**src/rtl/soc_pll_cfg_seq_if.sv**
```systemverilog
// Bundles the requester-side and PLL-side signals of the PLL reconfiguration sequencer.
// The sequencer connects through master; the environment connects through slave.
interface soc_pll_cfg_seq_if #(
  parameter int unsigned DATA_W = 32
);
  logic              cfg_req_i;
  logic [DATA_W-1:0] cfg_data_i;
  logic              cfg_gnt_o;
  logic [DATA_W-1:0] soc_pll_config_o;
  logic              soc_pll_config_valid_o;
  logic              soc_pll_config_ready_i;
  logic              soc_clk_en_o;
  logic              busy_o;
  logic              done_o;
  logic              err_o;
  logic [3:0]        retry_cnt_o;

  modport master (
    input  cfg_req_i, cfg_data_i, soc_pll_config_ready_i,
    output cfg_gnt_o, soc_pll_config_o, soc_pll_config_valid_o,
           soc_clk_en_o, busy_o, done_o, err_o, retry_cnt_o
  );

  modport slave (
    output cfg_req_i, cfg_data_i, soc_pll_config_ready_i,
    input  cfg_gnt_o, soc_pll_config_o, soc_pll_config_valid_o,
           soc_clk_en_o, busy_o, done_o, err_o, retry_cnt_o
  );
endinterface

```
**src/rtl/soc_pll_cfg_seq.sv**
```systemverilog
// Sequences a PLL reconfiguration: drives the config word with valid/ready, retries with
// back-off on a missing ready, and gates the SoC clock enable until the PLL has settled.
module soc_pll_cfg_seq #(
  parameter int unsigned DATA_W         = 32,
  parameter int unsigned SETTLE_CYCLES  = 256,
  parameter int unsigned TIMEOUT_CYCLES = 1024,
  parameter int unsigned BACKOFF_CYCLES = 16,
  parameter int unsigned MAX_RETRY      = 3,
  parameter int unsigned CNT_W          = 16
) (
  input  logic                clk,
  input  logic                rst,
  soc_pll_cfg_seq_if.master   bus
);

  localparam int unsigned RETRY_W = 4;

  localparam logic [1:0] S_IDLE    = 2'd0;
  localparam logic [1:0] S_DRIVE   = 2'd1;
  localparam logic [1:0] S_BACKOFF = 2'd2;
  localparam logic [1:0] S_SETTLE  = 2'd3;

  logic [1:0]         state_q,  state_d;
  logic [CNT_W-1:0]   cnt_q,    cnt_d;
  logic [DATA_W-1:0]  cfg_q,    cfg_d;
  logic               valid_q,  valid_d;
  logic               clk_en_q, clk_en_d;
  logic               done_q,   done_d;
  logic               err_q,    err_d;
  logic [RETRY_W-1:0] retry_q,  retry_d;
  logic               gnt_c;

  // State and output registers
  always_ff @(posedge clk) begin
    if (rst) begin
      state_q  <= S_IDLE;
      cnt_q    <= '0;
      cfg_q    <= '0;
      valid_q  <= 1'b0;
      clk_en_q <= 1'b1;
      done_q   <= 1'b0;
      err_q    <= 1'b0;
      retry_q  <= '0;
    end else begin
      state_q  <= state_d;
      cnt_q    <= cnt_d;
      cfg_q    <= cfg_d;
      valid_q  <= valid_d;
      clk_en_q <= clk_en_d;
      done_q   <= done_d;
      err_q    <= err_d;
      retry_q  <= retry_d;
    end
  end

  // Next-state and next-output logic; done is a pulse so it defaults low
  always_comb begin
    state_d  = state_q;
    cnt_d    = cnt_q;
    cfg_d    = cfg_q;
    valid_d  = valid_q;
    clk_en_d = clk_en_q;
    done_d   = 1'b0;
    err_d    = err_q;
    retry_d  = retry_q;
    gnt_c    = 1'b0;

    case (state_q)
      S_IDLE: begin
        gnt_c = bus.cfg_req_i;
        if (bus.cfg_req_i) begin
          cfg_d    = bus.cfg_data_i;
          err_d    = 1'b0;
          retry_d  = '0;
          clk_en_d = 1'b0;
          valid_d  = 1'b1;
          cnt_d    = '0;
          state_d  = S_DRIVE;
        end
      end

      S_DRIVE: begin
        cnt_d = cnt_q + CNT_W'(1);
        // A handshake on the final timeout cycle still counts as success
        if (bus.soc_pll_config_ready_i) begin
          valid_d = 1'b0;
          cnt_d   = '0;
          state_d = S_SETTLE;
        end else if (cnt_q == CNT_W'(TIMEOUT_CYCLES - 1)) begin
          valid_d = 1'b0;
          cnt_d   = '0;
          if (retry_q == RETRY_W'(MAX_RETRY)) begin
            err_d    = 1'b1;
            clk_en_d = 1'b1;
            done_d   = 1'b1;
            state_d  = S_IDLE;
          end else begin
            retry_d = retry_q + RETRY_W'(1);
            state_d = S_BACKOFF;
          end
        end
      end

      S_BACKOFF: begin
        if (cnt_q == CNT_W'(BACKOFF_CYCLES - 1)) begin
          valid_d = 1'b1;
          cnt_d   = '0;
          state_d = S_DRIVE;
        end else begin
          cnt_d = cnt_q + CNT_W'(1);
        end
      end

      S_SETTLE: begin
        if (cnt_q == CNT_W'(SETTLE_CYCLES - 1)) begin
          clk_en_d = 1'b1;
          done_d   = 1'b1;
          cnt_d    = '0;
          state_d  = S_IDLE;
        end else begin
          cnt_d = cnt_q + CNT_W'(1);
        end
      end

      default: begin
        state_d = S_IDLE;
      end
    endcase
  end

  assign bus.cfg_gnt_o              = gnt_c;
  assign bus.soc_pll_config_o       = cfg_q;
  assign bus.soc_pll_config_valid_o = valid_q;
  assign bus.soc_clk_en_o           = clk_en_q;
  assign bus.busy_o                 = (state_q != S_IDLE);
  assign bus.done_o                 = done_q;
  assign bus.err_o                  = err_q;
  assign bus.retry_cnt_o            = retry_q;

endmodule

```
**src/flat_wrapper.sv**
```systemverilog
// flat-port wrapper written by rule: the top's interface ports become plain ports
module soc_pll_cfg_seq_flat 
#(
  parameter int unsigned DATA_W         = 32,
  parameter int unsigned SETTLE_CYCLES  = 256,
  parameter int unsigned TIMEOUT_CYCLES = 1024,
  parameter int unsigned BACKOFF_CYCLES = 16,
  parameter int unsigned MAX_RETRY      = 3,
  parameter int unsigned CNT_W          = 16
)
  (clk, rst, bus_cfg_req_i, bus_cfg_data_i, bus_soc_pll_config_ready_i, bus_cfg_gnt_o, bus_soc_pll_config_o, bus_soc_pll_config_valid_o, bus_soc_clk_en_o, bus_busy_o, bus_done_o, bus_err_o, bus_retry_cnt_o);
  soc_pll_cfg_seq_if #(.DATA_W(DATA_W)) bus_i ();
  input  logic clk;
  input  logic rst;
  input wire logic [$bits(bus_i.cfg_req_i)-1:0] bus_cfg_req_i;
  input wire logic [$bits(bus_i.cfg_data_i)-1:0] bus_cfg_data_i;
  input wire logic [$bits(bus_i.soc_pll_config_ready_i)-1:0] bus_soc_pll_config_ready_i;
  output wire logic [$bits(bus_i.cfg_gnt_o)-1:0] bus_cfg_gnt_o;
  output wire logic [$bits(bus_i.soc_pll_config_o)-1:0] bus_soc_pll_config_o;
  output wire logic [$bits(bus_i.soc_pll_config_valid_o)-1:0] bus_soc_pll_config_valid_o;
  output wire logic [$bits(bus_i.soc_clk_en_o)-1:0] bus_soc_clk_en_o;
  output wire logic [$bits(bus_i.busy_o)-1:0] bus_busy_o;
  output wire logic [$bits(bus_i.done_o)-1:0] bus_done_o;
  output wire logic [$bits(bus_i.err_o)-1:0] bus_err_o;
  output wire logic [$bits(bus_i.retry_cnt_o)-1:0] bus_retry_cnt_o;
  assign bus_i.cfg_req_i = bus_cfg_req_i;
  assign bus_i.cfg_data_i = bus_cfg_data_i;
  assign bus_i.soc_pll_config_ready_i = bus_soc_pll_config_ready_i;
  assign bus_cfg_gnt_o = bus_i.cfg_gnt_o;
  assign bus_soc_pll_config_o = bus_i.soc_pll_config_o;
  assign bus_soc_pll_config_valid_o = bus_i.soc_pll_config_valid_o;
  assign bus_soc_clk_en_o = bus_i.soc_clk_en_o;
  assign bus_busy_o = bus_i.busy_o;
  assign bus_done_o = bus_i.done_o;
  assign bus_err_o = bus_i.err_o;
  assign bus_retry_cnt_o = bus_i.retry_cnt_o;
  soc_pll_cfg_seq #(.DATA_W(DATA_W), .SETTLE_CYCLES(SETTLE_CYCLES), .TIMEOUT_CYCLES(TIMEOUT_CYCLES), .BACKOFF_CYCLES(BACKOFF_CYCLES), .MAX_RETRY(MAX_RETRY), .CNT_W(CNT_W)) u_core (.clk(clk), .rst(rst), .bus(bus_i));
endmodule
```
**config.mk**
```make
export PLATFORM = sky130hd
export DESIGN_NAME = soc_pll_cfg_seq_flat
export DESIGN_NICKNAME = d
export VERILOG_FILES = /design/src/rtl/soc_pll_cfg_seq_if.sv /design/src/rtl/soc_pll_cfg_seq.sv /design/src/flat_wrapper.sv
export SDC_FILE = /design/constraint.sdc
export NUM_CORES = 1
export LEC_CHECK = 0
export BUFFER_PORTS_ARGS = -buffer_cell sky130_fd_sc_hd__buf_2
export CORE_ASPECT_RATIO = 0.9
export CORE_MARGIN = 2
export CORE_UTILIZATION = 35
export DETAILED_ROUTE_END_ITERATION = 8
export GPL_ROUTABILITY_DRIVEN = 0
export PLACE_DENSITY = 0.56
export SYNTH_ARGS = -nofsm -noshare
export SYNTH_HDL_FRONTEND = slang
export SYNTH_SLANG_ARGS = --single-unit
```
**constraint.sdc**
```tcl
create_clock -name clk -period 2.23 [get_ports clk]
set_input_delay 0.223 -clock clk [delete_from_list [all_inputs] [get_ports clk]]
set_output_delay 0.223 -clock clk [all_outputs]
set_load 0.005 [all_outputs]
```
==> results by group, run 1 <==
Pwr
  • Comb pwr share: a little under a quarter
  • P per Cell Area: 815.1 nW/um2
  • Power share of the clock group: 31.6%
  • Internal power: 1777 uW
  • Flop pwr share: roughly 45%
  • Sw Pwr: approximately 860 uW
  • Worst IR Drop VDD: approximately 0.00037 V
  • Sw Share: between 30 and 40%
  • Leakage: ~0.0013 uW

Global routing
  • Vias in the first global route: about 2200
  • Initial antenna violation count: 0
  • Largest net degree at the start of global routing: 38
  • Total congestion overflow: 0
  • Total GRT Usage: between 10% and 20%
  • Global-route wire length before repair: ~10 mm

Worst setup path
  • Reg-to-reg slack, setup: 0.22 ns
  • Crit path from: u_core.cnt_q[8]
  • Required @ worst endpoint: approximately 2.5 ns
  • Slowest CP cell: or4_4
  • Critical-path maximum fanout: 10
  • Crit path depth: 5
  • CP bufs+invs: 1
  • RR Endpoint: u_core.cnt_q[4]
  • CP delay by family, top: simple AND/OR/NAND/NOR gates
  • CP Class: reg2reg
  • Max stage delay on crit path: roughly 0.58 ns
  • Crit Reg-Reg Startpoint: u_core.cnt_q[8]
  • Arr. time, crit path: approximately 2.2 ns
  • Worst setup endpoint: u_core.cnt_q[4]
  • R2R depth: 5
  • Worst setup EP type: flip-flop
  • Critical-path cell list: or4_4 -> nor4_4 -> o221ai_1 -> buf_4 -> a32o_1
  • CP startpoint kind: flip-flop

Routing
  • Routed Antenna Nets: 0
  • Drt via density: ~4.9
  • DRC viols: 0
  • Drt pass-1 iters: 4
  • Iter 0 DRT Violations: 137
  • Via Count: around 2500
  • Total Wirelength: 6.374 mm
  • Routed WL per cell: 12.75 um

Yosys
  • Sequential share of the synthesized area: 45.51%
  • Async S/R FF share, synth: 0%
  • Mapped Area: approximately 2600 um2
  • Ys flop type: dfxtp_1
  • Syn Area/Cell: between 7 and 8 um2
  • Synth Net Count: 361
  • Post-synthesis cell count: around 320
  • Cell variety after synth: 49
  • Yosys warning count: 0
  • Post-synth EDFFs: 0
  • Synth Register Bits: a little under 60

Clocking
  • CTS tree: yes
  • Setup Fix Bufs, Post-CTS: 0
  • H-Tree Depth: 3
  • PostCTS Resize Cnt: 0
  • CTS clk-pin slew, worst paths: ~0.070 ns
  • Inserted Clock Buffers: 9
  • Clock Latency Late Sink: roughly 0.33 ns
  • Clock sink count: 58
  • Cts hold-fix bufs: 0
  • Root Buffer: clkbuf_8
  • Bufs on Longest Clock Path: 2

Worst hold path
  • Type of the most critical hold path: in2reg
  • Hold path depth: 3

Cells and area
  • Most frequent cells in the layout: nand2_1, buf_2, dfxtp_1
  • Filler cells: 736
  • Area of the multi-input gates: approximately 1300 um2
  • Most common cell after layout, fill and taps aside: nand2_1
  • Area grow syn2layout: 26.63%
  • Nets: 440
  • Layout cell share with drive strength beyond 1: between 20% and 30%
  • Register area: ~1200 um2
  • N_diodes: 0

Placement
  • IO Port Bufs: 77
  • Place WS: 0.2039 ns
  • Hpwl dp: about 4.5 mm

STA
  • Pins Over Slew Limit: 0
  • Fin worst setup slack: around 0.22 ns
  • Relative max-transition margin: between 60% and 70%
  • Setup TNS: 0 ns
  • Final clock skew: 0.009994 ns
  • Final hold violation count: 0
  • Final Critical Period: between 2 and 2.5 ns
  • Worst-Margin Slew: 0.5262 ns
  • FMAX: between 400 and 500 MHz
  • RSZ-0062 raised after global routing: no
  • Final period utilization: 90.20%
  • # setup viols final: 0

Floorplan
  • Rows: 29
  • Die area: around 8000 um2
  • Overall die height: 85.00 um
  • Die Width: around 94 um
  • Core ar.: a little over 7000 um2
  • Initial Util: between 30% and 40%
  • # IOs: slightly below 80

Flow run
  • Max-cap viol count: 0

Status
  • Run status: complete, no violations
-- state kept, by name, summed over array words and instances (netlist names) --
signal                             cells
u_core.bus.soc_pll_config_o           32
u_core.cnt_q                          16
u_core.bus.retry_cnt_o                 4
u_core.state_q                         2
u_core.bus.done_o                      1
u_core.bus.err_o                       1
u_core.bus.soc_clk_en_o                1
u_core.bus.soc_pll_config_valid_o      1
-- routing by layer --
layer	wire length (um)	share of wire [%]	GRT usage, %	vias to the layer above
li1	-	-	-	1269
met5	0	0	0	-
met1	2944	46	20.56	1105
met3	383	6.0	5.062	9
met2	2944	46	26.04	68
met4	102	1.6	6.324	0
-- layout make-up --
type,count,share of cell area (%)
Multi-Input combinational cell,239,39.89
Sequential cell,58,35.94
Timing Repair Buffer,89,14.72
Clock buffer,9,3.834
Tap cell,93,3.602
Clock inverter,7,1.433
Inverter,5,0.5809
-- synth_stat cells (all sizes together), types with 5 or more instances --
library cell | n | share of area, %
xor2 | 6 | 2.1
dfxtp | 58 | 46
nor2 | 13 | 1.9
nand2 | 90 | 13
clkbuf | 17 | 2.5
nand3 | 9 | 2.0
nor2b | 5 | 1.2
a21oi | 41 | 8.0
nor4 | 7 | 2.6
o21ai | 14 | 2.7
-- worst reg2reg max path: cells and delay by family (launching register included) --
family / cells / cell delay [ns]
AOI/OAI and AO/OA: 2 / 0.44
DFF: 1 / 0.40
buffers and inverters: 1 / 0.21
and+or+nand+nor: 2 / 0.85
-- worst min-delay path by stage --
stage	to	start	slack (ns)
after detailed placement	u_core.bus.soc_pll_config_o[31]	u_core.bus.soc_pll_config_o[31]	0.44
final	u_core.bus.soc_pll_config_o[23]	bus_cfg_data_i[23]	0.12
after global routing	u_core.bus.soc_pll_config_o[27]	bus_cfg_data_i[27]	0.11
after CTS	u_core.bus.soc_pll_config_o[23]	bus_cfg_data_i[23]	0.1
after floorplan	u_core.bus.soc_pll_config_o[0]	bus_cfg_data_i[0]	0.36
after global placement	u_core.bus.err_o	u_core.bus.err_o	0.43
-- stage by stage --
stage	std cells	hold slack, ns	power (uW)	area [um2]	utilization (%)
2_1_floorplan	323	0.3590	1583	2551	-
3_3_place_gp	484	0.4317	1817	3060	43.48
3_5_place_dp	484	0.4443	1832	3060	43.48
4_1_cts	500	0.09848	2678	3231	45.89
5_1_grt	500	0.1129	2798	3231	45.89
6_report	500	0.1227	2633	3231	45.89
-- power by group through the flow --
| stage | clock network (uW) | registers (uW) | logic, uW |
|---|---|---|---|
| 3_3_place_gp | 0 | 1210 | 606 |
| 3_5_place_dp | 0 | 1220 | 616 |
| 5_1_grt | 900 | 1200 | 694 |
| 6_report | 833 | 1190 | 607 |
| 4_1_cts | 868 | 1190 | 618 |
| 2_1_floorplan | 0 | 1210 | 369 |
-- logic make-up (layout without fill, tap and decap cells) --
family / count (synthesis) / count (layout) / share of synthesized area [%]
AO/OA/AOI/OAI: 71 / 71 / 15.84
flip-flops: 58 / 58 / 45.51
multiplexers: 3 / 3 / 1.177
AND/OR/NAND/NOR: 155 / 155 / 29.77
XOR/XNOR: 8 / 8 / 2.747
adder cells (fa/ha/maj): 2 / 2 / 0.9807
buffers and inverters: 26 / 110 / 3.972
(Power assumes the default switching activity.)
==> run 2, diff against run 1 <==
==> constraint.sdc (replaced) <==
create_clock -name clk -period 2.36 [get_ports clk]
set_input_delay 0.236 -clock clk [delete_from_list [all_inputs] [get_ports clk]]
set_output_delay 0.236 -clock clk [all_outputs]
set_load 0.005 [all_outputs]
==> run 2 against run 1 <==
  * Non-clock buffer count down 5
  * Cell count fell by 0.80%
  * Critical path depth decreased by 2
  * Combinational power shrank 9.7%
  * Die area is the same
  * Via count fell by 0.24%
  * Hold slack better by 0.0037 ns
  * Critical path type is now reg2out
  * Critical endpoint is now bus_cfg_gnt_o
  * Largest power group unchanged
==> results by group, run 2 (synthesis gave the netlist of run 1 again) <==
Cells and area
  • Filler cells: 746 (+1.4%)
  • Area of the multi-input gates: 1289 um2 (unchanged)
  • Final core occ: 45.49% (-0.41 points)
  • Most frequent cells in the layout: nand2_1, buf_2, dfxtp_1
  • Most common cell after layout, fill and taps aside: nand2_1
  • Largest register FFs: 32 (unchanged)
  • N_diodes: 0 (unchanged)
  • Nets: 436 (-0.91%)
  • Layout cell share with drive strength beyond 1: 27.79% (-0.46 points)
  • Area grow syn2layout: 25.50%
  • Register area: 1161 um2 (unchanged)

Global routing
  • Initial antenna violation count: 0 (unchanged)
  • Global-route wire length before repair: 10.59 mm (+2.1%)
  • Total congestion overflow: 0 (unchanged)
  • Total GRT Usage: 16.62% (+0.33 points)
  • Vias in the first global route: 2268 (+2.1%)
  • Largest net degree at the start of global routing: 42 (+11%)

Floorplan
  • Die Width: 94.00 um (unchanged)
  • Initial Util: 36.24% (unchanged)
  • Die area: 7989 um2 (unchanged)
  • Rows: 29 (unchanged)
  • Core ar.: 7039 um2 (unchanged)
  • Overall die height: 85.00 um (unchanged)
  • # IOs: 78 (unchanged)

Worst setup path
  • Worst setup EP type: output pin
  • Arr. time, crit path: 1.92 ns (-0.32 ns)
  • Critical-path maximum fanout: 18 (+8)
  • CP startpoint kind: flip-flop
  • Required @ worst endpoint: 2.12 ns (-0.34 ns)
  • CP Class: reg2out

Routing
  • Iter 0 DRT Violations: 124 (-9.5%)
  • Drt pass-1 iters: 4 (unchanged)
  • Routed WL per cell: 12.97 um (+1.8%)
  • Routed Antenna Nets: 0 (unchanged)
  • Via Count: 2445 (-0.24%)
  • DRC viols: 0 (unchanged)
  • Total Wirelength: 6.435 mm (+0.96%)
  • Drt via density: 4.929 (+0.56%)

Clocking
  • H-Tree Depth: 3 (unchanged)
  • PostCTS Resize Cnt: 0 (unchanged)
  • Setup Fix Bufs, Post-CTS: 0 (unchanged)
  • Clock Latency Late Sink: 0.34 ns (about the same)
  • Cts hold-fix bufs: 0 (unchanged)
  • Clock sink count: 58 (unchanged)
  • Inserted Clock Buffers: 9 (unchanged)
  • Bufs on Longest Clock Path: 2 (unchanged)
  • CTS tree: yes
  • CTS clk-pin slew, worst paths: 0.07 ns (about the same)
  • Root Buffer: clkbuf_8

Pwr
  • Leakage: 0.001314 uW (-2.4%)
  • Worst IR Drop VDD: 0.0003539 V (-4.9%)
  • P per Cell Area: 775.9 nW/um2 (-4.8%)

STA
  • Worst-Margin Slew: 0.6986 ns (+0.1724 ns)
  • Final hold violation count: 0 (unchanged)
  • Relative max-transition margin: 53.17% (-11 points)
  • Final period utilization: 91.56%
  • Final Critical Period: 2.161 ns
  • Final clock skew: 0.01198 ns (+0.001987 ns)
  • RSZ-0062 raised after global routing: no
  • Pins Over Slew Limit: 0 (unchanged)
  • # setup viols final: 0 (unchanged)
  • Setup TNS: 0 ns (unchanged)
  • FMAX: between 400 and 500 MHz

Placement
  • IO Port Bufs: 77 (unchanged)
  • Hpwl dp: 4.304 mm (-4.4%)

Worst hold path
  • Type of the most critical hold path: in2reg

Flow run
  • Max-cap viol count: 0 (unchanged)

Status
  • Run status: complete, no violations
## run 2: cell count changes in the layout (fill, tap and decap cells not counted)
cell | before | now
buf_4 | 12 | 7
clkinvlp_2 | 0 | 1
clkinvlp_4 | 3 | 4
inv_1 | 4 | 3
## run 2: stage by stage
| stage | total power [uW] | instance area (um2) | worst slack [ns] | cells | hold WS (ns) |
|---|---|---|---|---|---|
| after floorplan | 1496 | 2551 | 0.4442 | 323 | 0.3720 |
| after global placement | 1702 | 3023 | 0.3901 | 479 | 0.4361 |
| after detailed placement | 1710 | 3023 | 0.3322 | 479 | 0.4390 |
| after CTS | 2516 | 3193 | 0.03578 | 495 | 0.1071 |
| after global routing | 2653 | 3202 | 0.04391 | 496 | 0.1199 |
| final | 2484 | 3202 | 0.1991 | 496 | 0.1265 |
## run 2: area by class of cell
class | count | area share [%]
clock buffers | 9 | 3.869
inverters | 5 | 0.7034
repair inverters | 1 | 0.1563
clock inverters | 7 | 1.446
repair buffers | 84 | 13.68
multi-input cells | 239 | 40.25
well taps | 93 | 3.634
flip-flops and latches | 58 | 36.26
## run 2: power breakdown
part	internal, uW	switching, uW
registers	1070	72.1
logic	221	327
clock network	375	417
total	1670	816
## run 2: worst max-delay path, stage by stage, from the launching register on
cell        delay [ns]
dfxtp_1           0.65
nand2b_1          0.31
clkinvlp_4        0.37
buf_2             0.25
## run 2: final timing paths
check             cells after the start                             end  slack (ns)              start
setup / recovery                      3                   bus_cfg_gnt_o        0.20  u_core.state_q[1]
hold / removal                        3  u_core.bus.soc_pll_config_o[7]        0.13  bus_cfg_data_i[7]
setup reg to reg                      7       u_core.bus.retry_cnt_o[2]        0.29    u_core.cnt_q[0]
hold reg to reg                       2                u_core.bus.err_o        0.45   u_core.bus.err_o
## run 2: routing by layer
layer | vias to the layer above | global-route usage, % | part of all wire (%)
met2 | 56 | 27.53 | 47
li1 | 1263 | - | -
met3 | 8 | 5.950 | 5.5
met1 | 1118 | 20.57 | 46
met5 | - | 0 | 0
met4 | 0 | 4.348 | 1.4
